## config.mk

```make
export PLATFORM = sky130hd
export DESIGN_NAME = lieat_clint_ctrl
export DESIGN_NICKNAME = d
export VERILOG_FILES = /design/src/rtl/lieat_clint_ctrl_pkg.sv /design/src/rtl/lieat_rr_arb2.sv /design/src/rtl/lieat_clint_ctrl.sv
export SDC_FILE = /design/constraint.sdc
export NUM_CORES = 1
export LEC_CHECK = 0
export BUFFER_PORTS_ARGS = -buffer_cell sky130_fd_sc_hd__buf_2
export CAP_MARGIN = 20
export CORE_AREA = 4 4 130 132
export CTS_BUF_LIST = sky130_fd_sc_hd__clkbuf_8
export DETAILED_ROUTE_END_ITERATION = 10
export DIE_AREA = 0 0 134 136
export PLACE_DENSITY = 0.62
export SYNTH_ARGS = -nofsm -noshare
export SYNTH_HDL_FRONTEND = slang
export SYNTH_SLANG_ARGS = --single-unit
export TNS_END_PERCENT = 30
```

## constraint.sdc

```tcl
create_clock -name clock -period 4.6 [get_ports clock]
set_clock_uncertainty 0.2 [all_clocks]
set_input_delay 0.92 -clock clock [delete_from_list [all_inputs] [get_ports clock]]
set_output_delay 0.92 -clock clock [all_outputs]
set_load 0.005 [all_outputs]
```

## src/rtl/lieat_clint_ctrl_pkg.sv

```systemverilog
// Shared CLINT definitions: data width, register offsets, timer bsel codes and
// the address decoder used by the CLINT bus controller.
package lieat_clint_ctrl_pkg;

    localparam int XLEN = 32;

    localparam logic [XLEN-1:0] OFF_MSIP    = 32'h0000_0000;
    localparam logic [XLEN-1:0] OFF_CMP_LO  = 32'h0000_4000;
    localparam logic [XLEN-1:0] OFF_CMP_HI  = 32'h0000_4004;
    localparam logic [XLEN-1:0] OFF_TIME_LO = 32'h0000_BFF8;
    localparam logic [XLEN-1:0] OFF_TIME_HI = 32'h0000_BFFC;

    localparam logic [1:0] BSEL_CMP_LO  = 2'b00;
    localparam logic [1:0] BSEL_CMP_HI  = 2'b01;
    localparam logic [1:0] BSEL_TIME_LO = 2'b10;
    localparam logic [1:0] BSEL_TIME_HI = 2'b11;

    typedef enum logic {
        ST_IDLE = 1'b0,
        ST_RESP = 1'b1
    } state_e;

    typedef struct packed {
        logic       msip;
        logic       timer;
        logic [1:0] bsel;
        logic       err;
    } dec_t;

    // mtime is read-only, so a write to either half is a fault like an unmapped hit.
    function automatic dec_t clint_decode(input logic [XLEN-1:0] addr,
                                          input logic [XLEN-1:0] base,
                                          input logic            wen);
        dec_t            d;
        logic [XLEN-1:0] off;
        off = addr - base;
        d   = '0;
        case (off)
            OFF_MSIP: begin
                d.msip = 1'b1;
            end
            OFF_CMP_LO: begin
                d.timer = 1'b1;
                d.bsel  = BSEL_CMP_LO;
            end
            OFF_CMP_HI: begin
                d.timer = 1'b1;
                d.bsel  = BSEL_CMP_HI;
            end
            OFF_TIME_LO: begin
                d.timer = 1'b1;
                d.bsel  = BSEL_TIME_LO;
                d.err   = wen;
            end
            OFF_TIME_HI: begin
                d.timer = 1'b1;
                d.bsel  = BSEL_TIME_HI;
                d.err   = wen;
            end
            default: begin
                d.err = 1'b1;
            end
        endcase
        d.err = d.err | (addr[1:0] != 2'b00);
        return d;
    endfunction

endpackage

```

## src/rtl/lieat_rr_arb2.sv

```systemverilog
// Two-way round-robin arbiter with one-hot grant; the last-grant pointer resets
// to requester 1 so requester 0 wins the first tie.
module lieat_rr_arb2 (
    input  logic       clock,
    input  logic       reset,
    input  logic [1:0] req_i,
    output logic [1:0] gnt_o
);

    logic last_q;
    logic last_d;

    // Grant selection: a lone requester wins, a tie goes to the one not granted last
    always_comb begin
        case (req_i)
            2'b01:   gnt_o = 2'b01;
            2'b10:   gnt_o = 2'b10;
            2'b11:   gnt_o = last_q ? 2'b01 : 2'b10;
            default: gnt_o = 2'b00;
        endcase
    end

    // Pointer next state: follows every grant
    always_comb begin
        if (gnt_o != 2'b00) begin
            last_d = gnt_o[1];
        end else begin
            last_d = last_q;
        end
    end

    // Pointer register
    always_ff @(posedge clock or posedge reset) begin
        if (reset) begin
            last_q <= 1'b1;
        end else begin
            last_q <= last_d;
        end
    end

endmodule

```

## src/rtl/lieat_clint_ctrl.sv

```systemverilog
// CLINT bus controller: round-robin arbitration of two requesters onto the CLINT
// register port, address decode to strobes, one registered response per access.
module lieat_clint_ctrl
    import lieat_clint_ctrl_pkg::*;
#(
    parameter logic [XLEN-1:0] BASE = 32'h0200_0000
) (
    input  logic            clock,
    input  logic            reset,
    input  logic            m0_req_valid,
    output logic            m0_req_ready,
    input  logic [XLEN-1:0] m0_req_addr,
    input  logic            m0_req_wen,
    input  logic [XLEN-1:0] m0_req_wdata,
    output logic            m0_rsp_valid,
    input  logic            m0_rsp_ready,
    output logic [XLEN-1:0] m0_rsp_rdata,
    output logic            m0_rsp_err,
    input  logic            m1_req_valid,
    output logic            m1_req_ready,
    input  logic [XLEN-1:0] m1_req_addr,
    input  logic            m1_req_wen,
    input  logic [XLEN-1:0] m1_req_wdata,
    output logic            m1_rsp_valid,
    input  logic            m1_rsp_ready,
    output logic [XLEN-1:0] m1_rsp_rdata,
    output logic            m1_rsp_err,
    output logic            clint_timeset_wen,
    output logic [1:0]      clint_timeset_bsel,
    output logic [XLEN-1:0] clint_timeset_wdata,
    input  logic [XLEN-1:0] clint_timeset_rdata,
    output logic            clint_msipset_wen,
    output logic [XLEN-1:0] clint_msipset_wdata,
    input  logic [XLEN-1:0] clint_msipset_rdata
);

    state_e          state_q;
    state_e          state_d;
    logic            owner_q;
    logic            owner_d;
    logic [XLEN-1:0] rdata_q;
    logic [XLEN-1:0] rdata_d;
    logic            err_q;
    logic            err_d;

    logic [1:0]      req_s;
    logic [1:0]      gnt_s;
    logic            grant_s;
    logic            sel_s;
    logic [XLEN-1:0] addr_s;
    logic            wen_s;
    logic [XLEN-1:0] wdata_s;
    logic            rsp_ready_s;
    dec_t            dec_s;

    // Requests reach the arbiter only while no response is outstanding
    always_comb begin
        if (state_q == ST_IDLE) begin
            req_s = {m1_req_valid, m0_req_valid};
        end else begin
            req_s = 2'b00;
        end
    end

    lieat_rr_arb2 u_arb (
        .clock (clock),
        .reset (reset),
        .req_i (req_s),
        .gnt_o (gnt_s)
    );

    // Winner mux and decode; with no grant the m0 request drives bsel/wdata
    always_comb begin
        grant_s = (gnt_s != 2'b00);
        sel_s   = gnt_s[1];
        if (sel_s) begin
            addr_s  = m1_req_addr;
            wen_s   = m1_req_wen;
            wdata_s = m1_req_wdata;
        end else begin
            addr_s  = m0_req_addr;
            wen_s   = m0_req_wen;
            wdata_s = m0_req_wdata;
        end
        rsp_ready_s = owner_q ? m1_rsp_ready : m0_rsp_ready;
        dec_s       = clint_decode(addr_s, BASE, wen_s);
    end

    // State, owner and response registers
    always_ff @(posedge clock or posedge reset) begin
        if (reset) begin
            state_q <= ST_IDLE;
            owner_q <= 1'b0;
            rdata_q <= '0;
            err_q   <= 1'b0;
        end else begin
            state_q <= state_d;
            owner_q <= owner_d;
            rdata_q <= rdata_d;
            err_q   <= err_d;
        end
    end

    // Next state: capture the access result on grant, hold it until the owner takes it
    always_comb begin
        state_d = state_q;
        owner_d = owner_q;
        rdata_d = rdata_q;
        err_d   = err_q;
        case (state_q)
            ST_IDLE: begin
                if (grant_s) begin
                    state_d = ST_RESP;
                    owner_d = sel_s;
                    err_d   = dec_s.err;
                    if (dec_s.err || wen_s) begin
                        rdata_d = '0;
                    end else if (dec_s.msip) begin
                        rdata_d = clint_msipset_rdata;
                    end else begin
                        rdata_d = clint_timeset_rdata;
                    end
                end else begin
                    state_d = ST_IDLE;
                end
            end
            ST_RESP: begin
                if (rsp_ready_s) begin
                    state_d = ST_IDLE;
                end else begin
                    state_d = ST_RESP;
                end
            end
            default: begin
                state_d = ST_IDLE;
            end
        endcase
    end

    // Outputs: handshakes from grant/state, strobes only for a clean granted write
    always_comb begin
        m0_req_ready        = gnt_s[0];
        m1_req_ready        = gnt_s[1];
        m0_rsp_valid        = (state_q == ST_RESP) && !owner_q;
        m1_rsp_valid        = (state_q == ST_RESP) && owner_q;
        m0_rsp_rdata        = rdata_q;
        m1_rsp_rdata        = rdata_q;
        m0_rsp_err          = err_q;
        m1_rsp_err          = err_q;
        clint_timeset_wen   = grant_s && wen_s && dec_s.timer && !dec_s.err;
        clint_msipset_wen   = grant_s && wen_s && dec_s.msip && !dec_s.err;
        clint_timeset_bsel  = dec_s.bsel;
        clint_timeset_wdata = wdata_s;
        clint_msipset_wdata = wdata_s;
    end

endmodule
```

=== Word level (Yosys, flattened, before mapping) ===
Cells that the tools add are included.

* Word-level logic and storage cells: 46
* Bits in registers: 36
* Output and inout bits: 138
* Bits of input ports: 200

* Muxes and demuxes: 15
* Reductions and logical operators: 16
* Add/sub/neg operators: 1
* Bitwise operators: 2
* Equality and inequality tests: 7

{| class="wikitable"
|+ Operators with widths
! operator !! count
|-
| 32-bit two-way mux || 4
|-
| 32-bit by 15-bit == test with 1-bit output, second input constant || 2
|-
| 32-bit by 16-bit == test with 1-bit output, second input constant || 2
|-
| 32-bit zero test || 1
|-
| 32-bit by 26-bit subtractor with 32-bit output, second input constant || 1
|-
| 3-bit case mux with 4 select lines || 1
|-
| 1-bit logical AND || 7
|-
| 2-bit case mux with 3 select lines || 1
|-
| 1-bit two-way mux || 5
|-
| 2-bit == test, second input constant || 2
|-
| 2-bit two-way mux || 2
|-
| 1-bit case mux with 2 select lines || 2
|-
| 2-bit nonzero test || 2
|-
| 3-bit OR reduction || 1
|-
| 2-bit by 1-bit == test with 1-bit output, second input constant || 1
|-
| 1-bit zero test || 2
|-
| 2-bit AND reduction || 1
|-
| 2-bit OR reduction || 1
|-
| 1-bit logical OR || 1
|-
| 1-bit inverter || 1
|-
| 1-bit bitwise OR || 1
|}

=== Depth between registers and ports, before layout ===
Gate-level depths: netlist of run 1.

* Word-level depth: 11
* Mapped depth: 13
* Mapped depth without buffers: 10

=== Hierarchy ===
A second synthesis of run 1 with hierarchy kept.

* Cells, all modules: 464
* Area, all modules: 4020.1 µm²

{| class="wikitable"
|+ Modules (own cells, without submodules)
! module !! cells each !! instances !! seq. area each (µm²) !! area each (µm²)
|-
| lieat_clint_ctrl || 457 || 1 || 875.8 || 3962.6
|-
| lieat_rr_arb2 || 7 || 1 || 26.3 || 57.6
|}

=== Worst setup path before layout of run 1 ===
Ideal clock, no wire load.

* Kind: input port to output port
* Start point: input port m1_req_valid
* End point: output port clint_timeset_bsel[0]
* Data arrival time: 2950 ps
* Required time: 3480 ps
* Setup slack: 530 ps
* Stages on the path: 12
* Path buffers: 2
* Cell sequence: nor2b_2 nand2_1 clkbuf_1 mux2i_1 ha_1 nor4b_1 and4_1 nor2_1 nor2_1 nand3_1 a221oi_1 buf_4

{| class="wikitable"
|+ RTL lines
! what !! RTL line !! RTL
|-
| start, declared || lieat_clint_ctrl.sv:19 || <nowiki>input logic m1_req_valid,</nowiki>
|-
| end, declared || lieat_clint_ctrl.sv:29 || <nowiki>output logic [1:0] clint_timeset_bsel,</nowiki>
|}

=== Worst setup path in the final report of run 1 ===
* Start point: input port m1_req_valid
* End point: output port clint_timeset_bsel[0]

* Cells in the longest elaborated chain, start to end: 7
* Elaborated cells between the ends (all ways): 12
* Classes of those cells: add/sub (1); eq/ne (7); mux (4)

{| class="wikitable"
|+ Ends and longest elaborated chain
! what !! RTL line !! RTL
|-
| 2-bit two-way mux * || lieat_clint_ctrl.sv:58 || <nowiki>if (state_q == ST_IDLE) begin</nowiki>
|-
| 2-bit == test / 2-bit by 1-bit == test with 1-bit output (equally long branches) || lieat_rr_arb2.sv:15 || <nowiki>case (req_i)</nowiki>
|-
| 2-bit case mux with 3 select lines * || lieat_rr_arb2.sv:15 ||
|-
| 32-bit two-way mux * || lieat_clint_ctrl.sv:76 || <nowiki>if (sel_s) begin</nowiki>
|-
| 32-bit by 26-bit subtractor with 32-bit output * || lieat_clint_ctrl_pkg.sv:36 || <nowiki>off = addr - base;</nowiki>
|-
| 32-bit by 16-bit == test with 1-bit output / 32-bit by 15-bit == test with 1-bit output (equally long branches) || lieat_clint_ctrl_pkg.sv:38 || <nowiki>case (off)</nowiki>
|-
| 3-bit case mux with 4 select lines * || lieat_clint_ctrl_pkg.sv:38 ||
|}

Every way passes the cells marked *; elsewhere a longest branch is shown, timed or not.

==> reports/metrics.yaml, run 1 <==
timing:
  setup_slack_ps: 321
  min_period_over_period_pct: 93.0
  fin_tns_setup_ps: 0
  fin_hold_ws_ps: 292
  hold_viol: 0
  post-route-min-period_ps: 4280
  worstMarginPinSlew_ps: 650
  fmax_ghz: 0.234
  relSlewSlack_pct: 56.7
  setup_viol: 0
  rsz0062_at_grt: "no"
  maxSlewViolCount: 0
synth:
  ys_warn_count: 0
  synth_top_area_share_pct: 25.2
  seq_area_frac_synth_pct: 25.9
  yosysTopAreaCell: "dfrtp_1"
  ys_ff_latch: 36
  synthCells: 493
  syn_area_per_cell_um2: 7.06
  synth_area_leaders: "dfrtp_1 25%, nand2_1 15%, buf_4 14%"
  ys_types: 43
  synth_nets: 694
  netlist_area_um2: 3480
min_path:
  worstHoldPathCells: 2
  hold_path.class: "flip-flop to flip-flop"
cells_and_area:
  final_nets: 944
  syn_to_final_growth_pct: 41.7
  finalInstanceArea_um2: 4930
  final_util_pct: 31.4
  drive_above_1_share_pct: 49.4
clock_tree:
  cts_tree: "done"
  clk_latency_ps: 290
  cts_sinks: 36
  postCtsSetupRepairBufs: 0
  cts_made_buffers: 5
  clk_pin_slew_worst_paths_ps: 70
  cts_buffer_depth: 2
  clock-root-buffer: "clkbuf_8"
  cts-htree-levels: 2
setup_path:
  crit_type: "primary input to primary output"
  rr_worst_depth: 11
  arrival_ps: 3160
  crit_path_max_fanout: 37
  startpoint_type: "primary input"
  required_ps: 3480
  endpoint_kind: "primary output"
floorplanning:
  die_h_um: 136
  dieArea_um2: 18200
  pin_count: 338
  initial_core_util_pct: 22.1
  fp.dieW_um: 134
  core_area_um2: 15700
  num_rows: 46
drt:
  drc_errors: 0
  drt_wl_total_um: 16000
  drt-pass1-iter-count: 4
  vias_per_cell: 4.55
  vias: 4370
  wl_per_cell_um: 16.6
  drt_iter0_drc: 203
  ant_nets: 0
place:
  dp_hpwl_um: 13000
  dp_slack_ps: 218
  place_area_um2: 4840
  port_buffers: 337
  gp_congestion: 0.822
global_routing:
  antenna_found_initial: 5
  grt_pass1_vias: 4171
  grt_max_degree: 65
  grt_use_total_pct: 16.3
  grt_pass1_wl_um: 23300
  grt-ovfl-total: 0
status:
  status: "finished clean"
job:
  max_cap_viol_count: 0
pwr:
  irDropWorstVdd_mv: 0.120
  power.density_nw_per_um2: 248
  p_leak_nw: 2.96
area by class of cell:
type                    count  area [um2]
clock inverters             2        8.76
fillers                  1732       10800
well taps                 216         270
multi-input cells         347        1890
flip-flops and latches     36         902
diodes                      1        2.50
inverters                   6        22.5
clock buffers               5        68.8
repair buffers            347        1760
cell usage after synthesis:
cell type	count
nor3_1	2
nand2b_1	3
o21ai_4	1
buf_6	6
mux2_2	2
buf_4	67
inv_1	5
dfstp_2	1
buf_1	1
o32a_4	1
nor4_1	14
nand4b_1	1
o2111a_1	1
dfrtp_1	35
mux2i_1	4
and2_1	2
or2_1	1
and3_1	32
nand4_1	69
a21oi_1	1
nand3b_1	3
nor2_1	9
or4_1	1
ha_1	1
nand2_1	143
inv_2	1
clkbuf_1	18
a221oi_1	1
o22ai_1	1
o21ai_0	1
o31ai_1	2
and4_1	1
nor4_4	1
nand3_1	35
nor2b_1	5
buf_2	12
a221o_1	1
or4_4	1
o21ai_1	2
nor4b_1	1
o211ai_1	2
nor2b_2	1
nand4bb_1	1
timing repair:
item / 4_1_cts / 5_1_grt
resized for setup: 0 / 1
setup endpoints to repair: 0 / 3
hold buffers: 0 / 0
layout by cell type, fill, tap and decap left out, types with 3 or more instances in the layout:
| master | synthesis | layout |
|---|---|---|
| and3_1 | 32 | 32 |
| inv_1 | 5 | 6 |
| nand3_1 | 35 | 35 |
| nand3b_1 | 3 | 3 |
| nor2_1 | 9 | 8 |
| mux2i_1 | 4 | 3 |
| nand2b_1 | 3 | 3 |
| nand4_1 | 69 | 69 |
| dfrtp_1 | 35 | 35 |
| buf_4 | 67 | 10 |
| nand2_1 | 143 | 143 |
| buf_2 | 12 | 337 |
| clkbuf_8 | 0 | 5 |
| nor4_1 | 14 | 14 |
| nor2b_1 | 5 | 5 |
stage by stage:
step / cells / power [W]
6_report: 960 / 0.00122
5_1_grt: 960 / 0.00132
4_1_cts: 959 / 0.00125
3_5_place_dp: 952 / 0.00102
3_3_place_gp: 952 / 0.00102
2_1_floorplan: 493 / 0.000759
metal layers:
layer,global-route usage [%],wire [um]
met1,19.0,5870
met2,29.8,8380
met3,3.96,1400
met4,4.00,306
met5,0,21
critical path, cell delays in order:
cell	delay, ps
buf_2	120
nor2b_2	180
nand2_1	160
buf_4	390
inv_2	200
o32a_4	450
nor2_1	110
nand3_1	170
a221oi_1	280
buf_2	170
cells by family after synthesis:
group                      count (synthesis)  synth area share (%)
adders and majority gates                  1                 0.360
buffers and inverters                    110                  20.8
AOI/OAI and AO/OA                         14                  3.60
DFF                                       36                  25.9
and+or+nand+nor                          326                  47.5
muxes                                      6                  1.80
worst paths after layout:
check                           startpoint                    end  slack, ps
max                           m1_req_valid  clint_timeset_bsel[0]        320
min                        m0_rsp_rdata[9]        m0_rsp_rdata[9]        290
max reg2reg                        state_q       m0_rsp_rdata[24]       1200
min reg2reg                m0_rsp_rdata[9]        m0_rsp_rdata[9]        290
max in group asynchronous            reset           u_arb.last_q       3290
min in group asynchronous            reset       m0_rsp_rdata[16]        540
registers in the layout, indices dropped and copies added, names as in the netlist:
signal	flops
m0_rsp_rdata	32
m0_rsp_err	1
owner_q	1
state_q	1
u_arb.last_q	1
where the power goes:
group          switching, W  internal [W]
logic              0.000372      0.000268
clock network      0.000122      0.000101
registers         0.0000235      0.000337
(Power assumes the default switching activity.)
==> run 2, diff against run 1 <==
--- a/config.mk
+++ b/config.mk
@@ -8,7 +8,7 @@
 export BUFFER_PORTS_ARGS = -buffer_cell sky130_fd_sc_hd__buf_2
 export CAP_MARGIN = 20
 export CORE_AREA = 4 4 130 132
-export CTS_BUF_LIST = sky130_fd_sc_hd__clkbuf_8
+export CTS_BUF_LIST = sky130_fd_sc_hd__clkbuf_4
 export DETAILED_ROUTE_END_ITERATION = 10
 export DIE_AREA = 0 0 134 136
 export PLACE_DENSITY = 0.62
==> run 2 against run 1 <==
  * Register-to-register slack about the same
  * Die area unchanged
  * Via count increased by 0.11%
  * Largest power group unchanged
==> reports/metrics.yaml, run 2 (synthesis gave the netlist of run 1 again) <==
drt:
  wl_met2_um: 8380  # about the same
  vias: 4375  # +0.11%
  wirelength_met1_um: 5850  # -0.39%
  drt-pass1-iter-count: 4  # unchanged
  drc_errors: 0  # unchanged
  wl_per_cell_um: 16.6  # -0.11%
  wl_met3_um: 1420  # +1.5%
  drt_wl_total_um: 16000  # about the same
  routed.top_layer: "met5"
  vias_per_cell: 4.55  # about the same
  drt_iter0_drc: 210  # +3.4%
  ant_nets: 0  # unchanged
timing:
  min_period_over_period_pct: 93.1  # +0.13 points
  maxSlewViolCount: 0  # unchanged
  setup_viol: 0  # unchanged
  fmax_ghz: 0.233  # -0.14%
  post-route-min-period_ps: 4280  # +6.05 ps
  fin_hold_ws_ps: 302  # +10.1 ps
  rsz0062_at_grt: "no"
  hold_viol: 0  # unchanged
  worstMarginPinSlew_ps: 651  # +1.29 ps
  relSlewSlack_pct: 56.6  # -0.086 points
  fin_tns_setup_ps: 0  # unchanged
job:
  max_cap_viol_count: 0  # unchanged
clock_tree:
  cts_buffer_depth: 2  # unchanged
  clk_latency_ps: 350  # +60 ps
  cts-htree-levels: 2  # unchanged
  cts_made_buffers: 5  # unchanged
  clock-root-buffer: "clkbuf_4"
  cts_sinks: 36  # unchanged
  clk_pin_slew_worst_paths_ps: 120  # +50 ps
  cts_tree: "done"
global_routing:
  grt_use_total_pct: 16.3  # about the same
  grt_max_degree: 65  # unchanged
  grt_pass1_wl_um: 23300  # about the same
  antenna_found_initial: 6  # +1
  grt_pass1_vias: 4163  # -0.19%
  grt-ovfl-total: 0  # unchanged
place:
  numPlacedInstances: 952  # unchanged
  gp_congestion: 0.822  # unchanged
  port_buffers: 337  # unchanged
  dp_hpwl_um: 13000  # unchanged
floorplanning:
  dieArea_um2: 18200  # unchanged
  num_rows: 46  # unchanged
  fp.dieW_um: 134  # unchanged
  pin_count: 338  # unchanged
  die_h_um: 136  # unchanged
  core_area_um2: 15700  # unchanged
  initial_core_util_pct: 22.1  # unchanged
min_path:
  hold_path.class: "flip-flop to flip-flop"
cells_and_area:
  largest_register_ffs: 32  # unchanged
  mostFrequentLayoutCell: "buf_2"
  syn_to_final_growth_pct: 41.0
  fin_cells: 961  # +0.10%
  final_nets: 944  # unchanged
  drive_above_1_share_pct: 49.5  # +0.13 points
  final_cell_mix: "337 x buf_2, 143 x nand2_1, 69 x nand4_1"
  nFillCells: 1737  # +0.29%
pwr:
  power.density_nw_per_um2: 240  # -3.2%
  p_leak_nw: 2.95  # -0.46%
  irDropWorstVdd_mv: 0.120  # about the same
status:
  status: "finished clean"
setup_path:
  crit_chain: "buf_2, nor2b_2, nand2_1, buf_4, inv_2, o32a_4, nor2_1, nand3_1, a221oi_1, buf_2"
  crit_path_max_fanout: 37  # unchanged
  startpoint_type: "primary input"
  critical_path.max_stage_delay_ps: 450  # about the same
  arrival_ps: 3160  # about the same
  crit_type: "primary input to primary output"
  crit_top_cell: "buf_2"
  required_ps: 3480  # about the same
  endpoint_kind: "primary output"
  slowest_stage: "o32a_4"
[run 2: cell types whose count changed in the layout (fill, tap and decap cells not counted), sizes merged]
| cell | before | now |
|---|---|---|
| clkbuf | 5 | 6 |
| diode | 1 | 2 |
| inv | 7 | 6 |
[run 2: cell type report]
type	instances	area, um2	share of cell area, %
Multi-Input combinational cell	347	1890	38.6
Timing Repair Buffer	347	1760	35.9
Sequential cell	36	902	18.4
Tap cell	216	270	5.51
Clock buffer	6	45.0	0.918
Inverter	6	22.5	0.459
Clock inverter	1	5.00	0.102
Antenna cell	2	5.00	0.102
[run 2: power breakdown]
group	total, W	internal, W	leakage, nW	switching (W)
Combinational	0.000639	0.000268	2.43	0.000372
Sequential	0.000361	0.000338	0.492	0.0000232
Clock	0.000179	0.0000623	0.0315	0.000116
Total	0.00118	0.000668	2.95	0.000511
[run 2: path summary, 6_finish.rpt]
check	endpoint	startpoint	cells after the start	slack (ps)
min in group asynchronous	m0_rsp_rdata[16]	reset	3	470
min	m0_rsp_rdata[9]	m0_rsp_rdata[9]	2	300
max	clint_timeset_bsel[0]	m1_req_valid	10	320
max reg2reg	m0_rsp_rdata[24]	state_q	11	1200
min reg2reg	m0_rsp_rdata[9]	m0_rsp_rdata[9]	2	300
max in group asynchronous	u_arb.last_q	reset	3	3340
[run 2: worst max-delay path: cells and delay by family]
kind                   cells  cell delay [ps]
AOI/OAI and AO/OA          2              730
buffers and inverters      4              880
and+or+nand+nor            4              630
[run 2: layer usage]
| layer | GRT usage, % | vias to the layer above |
|---|---|---|
| met3 | 3.96 | 23 |
| li1 | - | 2168 |
| met5 | 0 | - |
| met2 | 29.8 | 225 |
| met1 | 19.1 | 1955 |
| met4 | 4.00 | 4 |
[run 2: through the flow]
stage | power (W) | cell area, um2 | utilization, % | setup WS, ps
3_5_place_dp | 0.00102 | 4840 | 30.8 | 218
3_3_place_gp | 0.00102 | 4840 | 30.8 | 361
2_1_floorplan | 0.000759 | 3480 | - | 530
4_1_cts | 0.00121 | 4890 | 31.1 | 218
5_1_grt | 0.00128 | 4900 | 31.2 | 149
6_report | 0.00118 | 4900 | 31.2 | 315
[run 2: repair_timing]
item | 4_1_cts | 5_1_grt
setup buffers | 0 | 0
hold buffers | 0 | 0
endpoints found under the setup margin | 0 | 3
gates resized for setup | 0 | 1
